$ cat src/rtl/add_reservation_station.sv
// Reservation station for the ADD/SUB unit: holds renamed ADD-class instructions,
// snoops both CDBs for pending operands and dispatches the oldest ready entry.
module add_reservation_station #(
  parameter int         ENTRIES  = 3,
  parameter logic [2:0] TAG_BASE = 3'd1,
  parameter int         DW       = 8
) (
  input  logic          clk,
  input  logic          rst_n,
  input  logic          issue_valid,
  input  logic [7:0]    issue_op,
  input  logic [DW-1:0] issue_op1,
  input  logic [2:0]    issue_op1_tag,
  input  logic          issue_op1_vbit,
  input  logic [DW-1:0] issue_op2,
  input  logic [2:0]    issue_op2_tag,
  input  logic          issue_op2_vbit,
  output logic [2:0]    alloc_tag,
  output logic          rs_full,
  input  logic [2:0]    cdb_add_tag,
  input  logic [DW-1:0] cdb_add_data,
  input  logic [2:0]    cdb_mul_tag,
  input  logic [DW-1:0] cdb_mul_data,
  input  logic          exu_ready,
  output logic          disp_valid,
  output logic [7:0]    disp_op,
  output logic [DW-1:0] disp_a,
  output logic [DW-1:0] disp_b,
  output logic [2:0]    disp_tag
);

  localparam int IW = (ENTRIES > 1) ? $clog2(ENTRIES) : 1;

  logic [ENTRIES-1:0] busy;
  logic [ENTRIES-1:0] vb1;
  logic [ENTRIES-1:0] vb2;
  logic [ENTRIES-1:0] ready;
  logic [ENTRIES-1:0] vb1_n;
  logic [ENTRIES-1:0] vb2_n;
  logic [7:0]         op_q  [ENTRIES];
  logic [DW-1:0]      v1_q  [ENTRIES];
  logic [DW-1:0]      v2_q  [ENTRIES];
  logic [DW-1:0]      v1_n  [ENTRIES];
  logic [DW-1:0]      v2_n  [ENTRIES];
  logic [2:0]         t1_q  [ENTRIES];
  logic [2:0]         t2_q  [ENTRIES];
  logic [2:0]         age_q [ENTRIES];

  logic [IW-1:0]      alloc_idx;
  logic [IW-1:0]      sel_idx;
  logic               any_ready;
  logic               do_issue;
  logic               do_disp;
  logic [7:0]         sel_op;
  logic [DW-1:0]      sel_a;
  logic [DW-1:0]      sel_b;
  logic [2:0]         sel_age;
  logic               iss_vb1;
  logic               iss_vb2;
  logic [DW-1:0]      iss_v1;
  logic [DW-1:0]      iss_v2;

  // Returns {vbit, value}; the ADD bus takes priority if both buses carry the tag.
  function automatic logic [DW:0] snoop(
    input logic          vbit,
    input logic [DW-1:0] val,
    input logic [2:0]    tag,
    input logic [2:0]    a_tag,
    input logic [DW-1:0] a_data,
    input logic [2:0]    m_tag,
    input logic [DW-1:0] m_data
  );
    if (vbit) return {1'b1, val};
    if (a_tag != 3'd0 && tag == a_tag) return {1'b1, a_data};
    if (m_tag != 3'd0 && tag == m_tag) return {1'b1, m_data};
    return {1'b0, val};
  endfunction

  always_comb begin
    for (int i = 0; i < ENTRIES; i++) begin
      {vb1_n[i], v1_n[i]} = snoop(vb1[i], v1_q[i], t1_q[i],
                                  cdb_add_tag, cdb_add_data, cdb_mul_tag, cdb_mul_data);
      {vb2_n[i], v2_n[i]} = snoop(vb2[i], v2_q[i], t2_q[i],
                                  cdb_add_tag, cdb_add_data, cdb_mul_tag, cdb_mul_data);
    end
    {iss_vb1, iss_v1} = snoop(issue_op1_vbit, issue_op1, issue_op1_tag,
                              cdb_add_tag, cdb_add_data, cdb_mul_tag, cdb_mul_data);
    {iss_vb2, iss_v2} = snoop(issue_op2_vbit, issue_op2, issue_op2_tag,
                              cdb_add_tag, cdb_add_data, cdb_mul_tag, cdb_mul_data);
  end

  always_comb begin
    alloc_idx = '0;
    for (int i = ENTRIES - 1; i >= 0; i--) begin
      if (!busy[i]) alloc_idx = IW'(i);
    end
    rs_full   = &busy;
    alloc_tag = rs_full ? 3'd0 : TAG_BASE + 3'(alloc_idx);
  end

  // Oldest ready entry: ages of live entries are distinct, largest wins.
  always_comb begin
    ready     = busy & vb1 & vb2;
    any_ready = 1'b0;
    sel_idx   = '0;
    sel_op    = '0;
    sel_a     = '0;
    sel_b     = '0;
    sel_age   = '0;
    for (int i = 0; i < ENTRIES; i++) begin
      if (ready[i] && (!any_ready || age_q[i] > sel_age)) begin
        any_ready = 1'b1;
        sel_idx   = IW'(i);
        sel_op    = op_q[i];
        sel_a     = v1_q[i];
        sel_b     = v2_q[i];
        sel_age   = age_q[i];
      end
    end
    do_disp  = exu_ready & any_ready;
    do_issue = issue_valid & ~rs_full;
  end

  // Control state. Ages older than a freed entry close the gap so they stay
  // within 0..ENTRIES-1 while keeping their relative order.
  always_ff @(posedge clk or negedge rst_n) begin
    if (!rst_n) begin
      busy       <= '0;
      vb1        <= '0;
      vb2        <= '0;
      for (int i = 0; i < ENTRIES; i++) age_q[i] <= '0;
      disp_valid <= 1'b0;
      disp_op    <= '0;
      disp_a     <= '0;
      disp_b     <= '0;
      disp_tag   <= '0;
    end else begin
      for (int i = 0; i < ENTRIES; i++) begin
        if (do_issue && i == int'(alloc_idx)) begin
          busy[i]  <= 1'b1;
          vb1[i]   <= iss_vb1;
          vb2[i]   <= iss_vb2;
          age_q[i] <= '0;
        end else if (do_disp && i == int'(sel_idx)) begin
          busy[i]  <= 1'b0;
          vb1[i]   <= 1'b0;
          vb2[i]   <= 1'b0;
          age_q[i] <= '0;
        end else if (busy[i]) begin
          vb1[i]   <= vb1_n[i];
          vb2[i]   <= vb2_n[i];
          age_q[i] <= age_q[i] + 3'(do_issue) - 3'(do_disp && (age_q[i] > sel_age));
        end
      end
      disp_valid <= do_disp;
      if (do_disp) begin
        disp_op  <= sel_op;
        disp_a   <= sel_a;
        disp_b   <= sel_b;
        disp_tag <= TAG_BASE + 3'(sel_idx);
      end
    end
  end

  // Entry payload; qualified by busy/vbit so it needs no reset.
  always_ff @(posedge clk) begin
    for (int i = 0; i < ENTRIES; i++) begin
      if (do_issue && i == int'(alloc_idx)) begin
        op_q[i] <= issue_op;
        v1_q[i] <= iss_v1;
        v2_q[i] <= iss_v2;
        t1_q[i] <= issue_op1_tag;
        t2_q[i] <= issue_op2_tag;
      end else if (busy[i]) begin
        v1_q[i] <= v1_n[i];
        v2_q[i] <= v2_n[i];
      end
    end
  end

endmodule
$ cat config.mk
export PLATFORM = sky130hd
export DESIGN_NAME = add_reservation_station
export DESIGN_NICKNAME = d
export VERILOG_FILES = /design/src/rtl/add_reservation_station.sv
export SDC_FILE = /design/constraint.sdc
export NUM_CORES = 1
export LEC_CHECK = 0
export CORE_UTILIZATION = 57
export DETAILED_ROUTE_END_ITERATION = 10
export PLACE_DENSITY = 0.79
export SLEW_MARGIN = 20
export SYNTH_ARGS = -nofsm -noshare
export SYNTH_HDL_FRONTEND = slang
export SYNTH_SLANG_ARGS = --single-unit
$ cat constraint.sdc
create_clock -name clk -period 8.07 [get_ports clk]
set_input_delay 1.2105 -clock clk [delete_from_list [all_inputs] [get_ports clk]]
set_output_delay 1.2105 -clock clk [all_outputs]
set_load 0.01 [all_outputs]
**Yosys cells after proc, flatten, opt, wreduce, memory -nomap -nowiden**

Memory sizes are Yosys's and may differ from the RTL's.
Index checks and enable logic that the tools add are counted.
Widths: inputs -> output; s select.

- Output and inout bits: 32
- Bits of input ports: 58
- Register bits: 46
- Word-level logic and storage cells: 303
- RAM bits: 90
- Memories: 5

- Muxes and demuxes: 189
- Bitwise operators: 11
- Reductions and logical operators: 48
- Equal/unequal tests: 20
- Magnitude comparators: 5
- Add/sub/neg operators: 8

Memory list:

| name | words | width | rd ports | clocked after memory_dff | wr ports | RTL line | text |
|---|---|---|---|---|---|---|---|
| op_q | 3 | 8 | 3 | 0 | 1 | 40 | `logic [7:0] op_q [ENTRIES];` |
| v1_q | 3 | 8 | 3 | 0 | 3 | 41 | `logic [DW-1:0] v1_q [ENTRIES];` |
| v2_q | 3 | 8 | 3 | 0 | 3 | 42 | `logic [DW-1:0] v2_q [ENTRIES];` |
| t1_q | 3 | 3 | 3 | 0 | 1 | 45 | `logic [2:0] t1_q [ENTRIES];` |
| t2_q | 3 | 3 | 3 | 0 | 1 | 46 | `logic [2:0] t2_q [ENTRIES];` |

Operators by type and width:

| operator | count |
|---|---|
| $mux 9 | 48 |
| $mux 8 | 17 |
| $mux 1 | 97 |
| $mux 3 | 17 |
| $eq 3x3->1 | 16 |
| $logic_and 1x1->1 | 27 |
| $mux 2 | 10 |
| $reduce_or 8->1 | 2 |
| $gt 3x3->1 | 5 |
| $reduce_bool 3->1 | 5 |
| $reduce_or 3->1 | 4 |
| $add 3x1->3 | 3 |
| $sub 3x1->3 | 3 |
| $eq 2x2->1 const A | 4 |
| $add 1x2->3 const A | 2 |
| $and 3x3->3 | 2 |
| $or 1x1->1 | 6 |
| $reduce_bool 2->1 | 3 |
| $logic_not 2->1 | 2 |
| $reduce_and 3->1 | 1 |
| $and 1x1->1 | 2 |
| $logic_not 1->1 | 2 |
| $logic_or 1x1->1 | 2 |
| $not 1->1 | 1 |

**Logic depth before layout (Yosys ltp)**

Gate-level depths: netlist of the first run.

- Depth in word-level cells: 17
- Depth in mapped cells: 33
- Depth with buffers taken out: 29

**Worst setup path before layout of the first run**

No wires, ideal clock.

- Path kind: reg-to-reg
- Start: reg busy[0]
- End: reg age_q[2] (netlist bit)
- Path buffers: 4
- Cell stages (with the launch flop): 34
- Arrival time: 6,144 ps
- Data required time: 7,894 ps
- Path slack: 1,750 ps
- Setup time: 176 ps
- Clock period less this slack: 6,320 ps
- Path through: dfrtp_1 > and3_1 > buf_4 > nand2_1 > ha_1 > and3b_1 > o21ai_1 > a21oi_2 > buf_2 > mux2_2 > ha_1 > or2_2 > a221oi_1 > o211a_1 > or2_1 > buf_6 > clkbuf_1 > nor2_1 > a21oi_1 > ha_1 > nor2_1 > maj3_1 > maj3_1 > o21ai_0 > nor2_1 > ha_1 > inv_1 > ha_1 > inv_1 > fa_1 > xor2_1 > nand2_1 > xnor2_1 > nor3_1

- Longest elaborated chain between the ends: 17
- Elaborated cells between the ends (all ways): 35
- Those cells by class: add/sub (2); order compare (3); eq/ne (2); mux (12); bitwise (5); reduce/logical (11)

RTL lines:

| what | RTL line | text |
|---|---|---|
| start, declared | 34 | `logic [ENTRIES-1:0] busy;` |
| start signal, assigned | 128 | `busy <= '0;` |
| start signal, assigned by index | 140 | `busy[i] <= 1'b1;` |
| start signal, assigned by index | 145 | `busy[i] <= 1'b0;` |
| $and 3x3->3 (2 in a row) | 103 | `ready = busy & vb1 & vb2;` |
| $mux 3 / $mux 1 (equally long branches) | 111 | `if (ready[i] && (!any_ready \|\| age_q[i] > sel_age)) begin` |
| $gt 3x3->1 / $logic_not 1->1 (equally long branches) | 111 |  |
| $logic_or 1x1->1 | 111 |  |
| $logic_and 1x1->1 | 111 |  |
| $mux 3 / $mux 1 (equally long branches) | 111 |  |
| $gt 3x3->1 / $logic_not 1->1 (equally long branches) | 111 |  |
| $logic_or 1x1->1 | 111 |  |
| $logic_and 1x1->1 | 111 |  |
| $mux 3 / $mux 1 (equally long branches) | 111 |  |
| $gt 3x3->1 / $and 1x1->1 (equally long branches) | 152, 120 |  |
| $logic_and 1x1->1 | 152 | `age_q[i] <= age_q[i] + 3'(do_issue) - 3'(do_disp && (age_q[i] > sel_age));` |
| $sub 3x1->3 | 152 |  |
| $mux 3 | 149 | `end else if (busy[i]) begin` |
| $mux 3 | 144 | `end else if (do_disp && i == int'(sel_idx)) begin` |
| $mux 3 | 139 | `if (do_issue && i == int'(alloc_idx)) begin` |
| end signal, assigned by index | 152 |  |
| end, declared | 47 | `logic [2:0] age_q [ENTRIES];` |

Parallel ways exist; a longest one is shown, timed or not. The select of a mux whose other input is x is not followed.
A chain may end at the register's enable or synchronous reset.

**Worst setup path in the final report of the first run**

- Start: reg busy[0]
- End: reg age_q[5] (netlist bit)

Same word-level chain as after synthesis.

==> out/qor.csv, run 1 <==
metric,value,unit
finalWeightedCongestion,0.998,
critical_path.most_common_cell,ha_1,
die_x,118,um
cts.root.buffer_cell,clkbuf_16,
worst_path_max_delay_cell,and3_1,
ratio_of_cells_with_drive_above_1_in_the_final_layout,8.76,%
post_drt_wl_per_cell,22.8,um
synth.yosys.warnings,0,
syn_area,7630,um2
seq_area_frac_synth,50.5,%
status,"complete, no violations",
areaGrowthSynthToFinish,19.1,%
synth.distinct_cells,60,
timing_worst_slew_pin_value,1.04,ns
highest_count_cells_in_the_layout_ignoring_fill_and_taps,"edfxtp_1, clkdlybuf4s50_1, o22ai_1",
final_antenna_net_count,0,
grt_pass1_vias,6074,
start_kind,flip-flop,
route.detailed.drc,0,
post_synth.cell_area_avg,11.0,um2
grt_antenna_before_repair,0,
floorplan.die.height,118,um
post_synthesis_register_bit_count,136,
final_util,70.8,%
cp_max_fo,33,
leading_cell_type_in_the_layout_fill_and_taps_excluded,edfxtp_1,
synthesized_net_count,771,
layout_worst_path_cycle_share,83.5,%
worstSetupEndpointType,flip-flop,
cts_repair_resize_count,0,
htreeDepth,4,
drv_cap,0,
drt_wl_total,21400,um
slowest_delay,0.46,ns
dr_total_vias,6121,
rsz_0062_raised_after_global_routing,no,
p_leak,3.49,nW
slew-limit-headroom,30.2,%
critical_path_class,reg2reg,
drt_pass1_iterations,5,
clock_sink_count,136,
critical_path_required,8.33,ns
clock_path_buffers,2,
top_level_ports,90,
data_arrival_at_the_endpoint_of_the_critical_path,7.00,ns
num_antenna_cells,0,
synth-edff-count,90,
place_hpwl,15200,um
worst_clock_skew,0.0102,ns
post_cts_hold_buffer_count,0,
hold_vio_cnt_final,0,
async_flop_share,33.8,%
clk-insertion-delay-late,0.42,ns
synth_flop_cell,edfxtp_1,
vdd_ir_drop_max,222,uV
initial_core_utilization,59.5,%
post_drt_via_cell_ratio,6.53,
wire_length_of_the_first_global_routing_pass,33800,um
number_of_endpoints_failing_setup_at_the_final_stage,0,
cts-buffers-inserted,17,
pwr_density_cell,387,nW/um2
totalNegativeSetupSlack,0,ns
coreArea,12800,um2
finish.net_count,827,
maximum_number_of_pins_on_one_net_before_global_route_repair,47,
worst_hold_check_path_type,reg2reg,
synthesis.instances,696,
postCtsSetupBuffers,0,
finalMaxSlewViolations,0,
finalWorstPathRequiredPeriod,6.74,ns
max_clock_freq,0.148,GHz
tritoncts,yes,
port-buffer-count,88,
grtUsageTotal,32.0,%
n_fill_cell,973,
die-area,13800,um2
grt_overflow_total,0,
std_cell_rows,41,
clk_pin_slew,0.06,ns
initialDrtViolationCount,739,
-- worst paths after layout --
path	slack, ns	from	endpoint	cells after the start
setup reg to reg	1.33	busy[0]	age_q[5]	29
setup / recovery	1.33	busy[0]	age_q[5]	29
max in group asynchronous	6.82	rst_n	disp_op[2]	1
hold reg to reg	0.47	op_q[0][12]	disp_op[4]	1
min in group asynchronous	0.82	rst_n	disp_a[2]	1
hold / removal	0.47	op_q[0][12]	disp_op[4]	1
-- logic make-up (layout without fill, tap and decap cells) --
| group | after synthesis | count (layout) | synth area share [%] |
|---|---|---|---|
| other | 1 | 1 | 0.0492 |
| AND/OR/NAND/NOR | 141 | 141 | 9.38 |
| XOR/XNOR | 37 | 37 | 4.25 |
| multiplexers | 37 | 37 | 4.87 |
| buffers and inverters | 96 | 165 | 5.22 |
| adder cells (fa/ha/maj) | 19 | 19 | 3.35 |
| flip-flops | 136 | 136 | 50.5 |
| AO/OA/AOI/OAI | 229 | 229 | 22.3 |
-- synthesized netlist by cell type, drive strengths merged (6+ instances only) --
cell	n	area (um2)
a21oi	27	143
a221o	11	110
a22oi	12	90.1
a31oi	18	113
a32o	15	150
and3	8	50.1
buf	21	116
clkbuf	42	158
dfrtp	46	1150
edfxtp	90	2700
ha	14	175
inv	33	124
mux2i	36	360
nand2	33	131
nand2b	10	62.6
nand3	9	45.0
nor2	29	111
nor3	28	155
o21a	14	105
o21ai	12	60.1
o221ai	13	176
o22a	16	140
o22ai	67	419
o31ai	6	50.1
or3	8	50.1
xor2	34	298
-- per-layer routing --
metal  vias to the layer above  GRT usage (%)  routed length, um
li1                       2788              -                  -
met1                      2984           42.7               8760
met2                       305           51.9              10200
met3                        44           6.64               1830
met4                         0           11.1                540
met5                         -              0                  0
-- layout make-up --
type                       count  area [um2]  share of cell area (%)
clock inverter                13        98.8                    1.09
timing repair buffer         100         968                    10.7
tap                          172         215                    2.37
multi-input combinational    464        3390                    37.3
clock buffer                  19         433                    4.77
sequential                   136        3850                    42.4
inverter                      33         124                    1.36
-- critical path: cells and delay by family (launching register included) --
| family | cells | cell delay (ns) |
|---|---|---|
| DFF | 1 | 0.32 |
| xor gates and xnor gates | 1 | 0.19 |
| muxes | 1 | 0.36 |
| and+or+nand+nor | 10 | 1.72 |
| buffers and inverters | 4 | 0.64 |
| adders and majority gates | 6 | 1.69 |
| AOI/OAI and AO/OA | 7 | 1.61 |
-- through the flow --
step           area (um2)  hold WS (ns)  setup WS (ns)  instances  total power (W)
6_report             9080         0.472           1.33        937          0.00352
5_1_grt              9080         0.486          0.751        937          0.00372
4_1_cts              9080         0.476           1.37        937          0.00350
3_5_place_dp         8550         0.463           1.40        905          0.00280
3_3_place_gp         8540         0.456           1.66        905          0.00273
2_1_floorplan        7630         0.455           1.75        696          0.00224
-- report_power, final --
part | switching, W | internal [W] | total, W
logic | 0.000978 | 0.000693 | 0.00167
registers | 0.000136 | 0.00101 | 0.00115
clock network | 0.000304 | 0.000395 | 0.000699
total | 0.00142 | 0.00210 | 0.00352
-- state kept, by name, summed over array words and instances (netlist names) --
name and flops:
disp_tag 3, v2_q 24, disp_b 8, busy 3
op_q 24, t2_q 9, t1_q 9, disp_valid 1
v1_q 24, vb2 3, vb1 3, disp_a 8
disp_op 8, age_q 9
Note: power is estimated with default switching activity, not from simulation.
==> inputs of run 2 (changes only) <==
clock period = 7.1 ns   (was 8.07 ns; I/O delays follow)
==> out/qor.csv, run 2 (synthesis gave the netlist of run 1 again) <==
metric,value,unit
data_arrival_at_the_endpoint_of_the_critical_path,6.66,ns
cts-buffers-inserted,17,
grtUsageTotal,33.8,%
start_kind,flip-flop,
post_drt_via_cell_ratio,6.82,
tritoncts,yes,
die_x,118,um
crit-reg2reg-launch,vb1[0],
critical_path_class,reg2reg,
multi_input_area,3400,um2
clock_path_buffers,2,
critical_path_required,7.36,ns
port-buffer-count,88,
drv_cap,0,
floorplan.die.height,118,um
htreeDepth,4,
seq_area,3850,um2
coreArea,12800,um2
areaGrowthSynthToFinish,20.4,%
leading_cell_type_in_the_layout_fill_and_taps_excluded,edfxtp_1,
highest_count_cells_in_the_layout_ignoring_fill_and_taps,"edfxtp_1, clkdlybuf4s50_1, o22ai_1",
post_cts_hold_buffer_count,0,
largestRegisters,"op_q (24), v1_q (24), v2_q (24)",
pwr-share-clk,21.9,%
place_hpwl,15800,um
ff2ff_path_depth,27,
n_fill_cell,914,
finalWeightedCongestion,0.955,
power_switching,0.00166,W
p_leak,3.54,nW
slew-limit-headroom,28.0,%
layoutNonFillerInstCount,938,
hold_ws,0.476,ns
clk_pin_slew,0.06,ns
num_antenna_cells,0,
die-area,13800,um2
totalNegativeSetupSlack,0,ns
sequentialPowerShare,31.3,%
power_frac_comb,46.8,%
worstSetupEndpointType,flip-flop,
hold_vio_cnt_final,0,
total_power,0.00416,W
cp_max_fo,8,
initialDrtViolationCount,844,
layout_worst_path_cycle_share,90.1,%
timing.reg2reg.setup_slack,0.70,ns
vdd_ir_drop_max,381,uV
rsz_0062_raised_after_global_routing,no,
number_of_endpoints_failing_setup_at_the_final_stage,0,
drt_pass1_iterations,5,
p_int,0.00251,W
setup_slack,0.701,ns
pwr_density_cell,454,nW/um2
timing_worst_slew_pin_value,1.07,ns
finalMaxSlewViolations,0,
initial_core_utilization,59.5,%
wire_length_of_the_first_global_routing_pass,35300,um
final_antenna_net_count,0,
status,"complete, no violations",
ratio_of_cells_with_drive_above_1_in_the_final_layout,9.40,%
dr_total_vias,6395,
critPathLaunch,vb1[0],
worst_hold_check_path_type,reg2reg,
power_switching_share,39.8,%
crit-reg2reg-capture,age_q[5],
setup.worst_path.end,age_q[5],
dp_slack,0.654,ns
finalWorstPathRequiredPeriod,6.40,ns
top_level_ports,90,
drt_wl_total,22800,um
grt_pass1_vias,6313,
route.detailed.drc,0,
worst_clock_skew,0.00776,ns
post_drt_wl_per_cell,24.3,um
clk-insertion-delay-late,0.43,ns
grt_overflow_total,0,
std_cell_rows,41,
dp_cells,906,
grt_antenna_before_repair,0,
max_clock_freq,0.156,GHz
clock_sink_count,136,
finish.net_count,828,
cts.root.buffer_cell,clkbuf_16,
maximum_number_of_pins_on_one_net_before_global_route_repair,47,
-- run 2: critical path: stages (launching register included) --
cell and delay, ns:
dfrtp_1 0.40, and3_1 0.42, nand2_1 0.11, ha_1 0.33, and3b_1 0.19, o21ai_1 0.27, a21oi_2 0.11, mux2_2 0.32
ha_1 0.27, or2_2 0.28, a221oi_1 0.22, o211a_1 0.22, or2_4 0.20, nor2_1 0.06, a21oi_1 0.22, ha_1 0.29
o41ai_1 0.44, nand3_1 0.13, o21ai_0 0.26, ha_1 0.28, inv_1 0.07, ha_1 0.14, inv_1 0.05, fa_1 0.39
xor2_1 0.22, nor2_1 0.08, nor3b_1 0.19, nor3_1 0.07
-- run 2: what timing repair did --
| action | 4_1_cts | 5_1_grt |
|---|---|---|
| resized for setup | 0 | 1 |
| hold endpoints to repair | 0 | 0 |
| endpoints found under the setup margin | 0 | 1 |
| buffers inserted | 0 | 0 |
-- run 2: power groups by stage --
stage	registers [W]	clock network, W	logic [W]
6_report	0.00130	0.000914	0.00195
2_1_floorplan	0.00130	0	0.00124
4_1_cts	0.00130	0.000921	0.00191
3_3_place_gp	0.00130	0	0.00183
3_5_place_dp	0.00131	0	0.00190
5_1_grt	0.00132	0.000947	0.00211
-- run 2: per-stage QoR --
step / cell area (um2) / util (%)
after floorplan: 7630 / -
after global placement: 8550 / 66.7
after detailed placement: 8560 / 66.7
after CTS: 9170 / 71.5
after global routing: 9180 / 71.6
final: 9180 / 71.6
-- run 2: worst min-delay path by stage --
| stage | slack (ns) | end | startpoint | cells past startpoint |
|---|---|---|---|---|
| 2_1_floorplan | 0.46 | disp_a[1] | v1_q[1][1] | 1 |
| 3_3_place_gp | 0.46 | disp_op[4] | op_q[0][12] | 1 |
| 3_5_place_dp | 0.47 | disp_a[1] | v1_q[0][1] | 1 |
| 4_1_cts | 0.48 | disp_op[4] | op_q[0][12] | 1 |
| 5_1_grt | 0.49 | disp_b[2] | v2_q[0][2] | 1 |
| 6_report | 0.48 | disp_op[4] | op_q[0][12] | 1 |
-- run 2: cell type report --
class | instances | area share (%)
multi-input combinational | 464 | 37.0
tap | 172 | 2.34
timing repair buffer | 101 | 10.6
clock buffer | 19 | 4.82
inverter | 33 | 1.35
sequential | 136 | 42.0
clock inverter | 13 | 1.84
-- run 2: layer usage --
layer	up-vias	part of all wire, %	global-route usage (%)
met5	-	0	0
met4	0	3.0	13.5
met3	60	9.3	8.09
met2	401	48	54.3
met1	3143	40	43.9
li1	2791	-	-
==> inputs of run 3 (changes only) <==
CTS_CLUSTER_SIZE = 28   (was default)
==> results of run 3 <==
The final DEF is identical to that of run 2; final timing and power are the same.
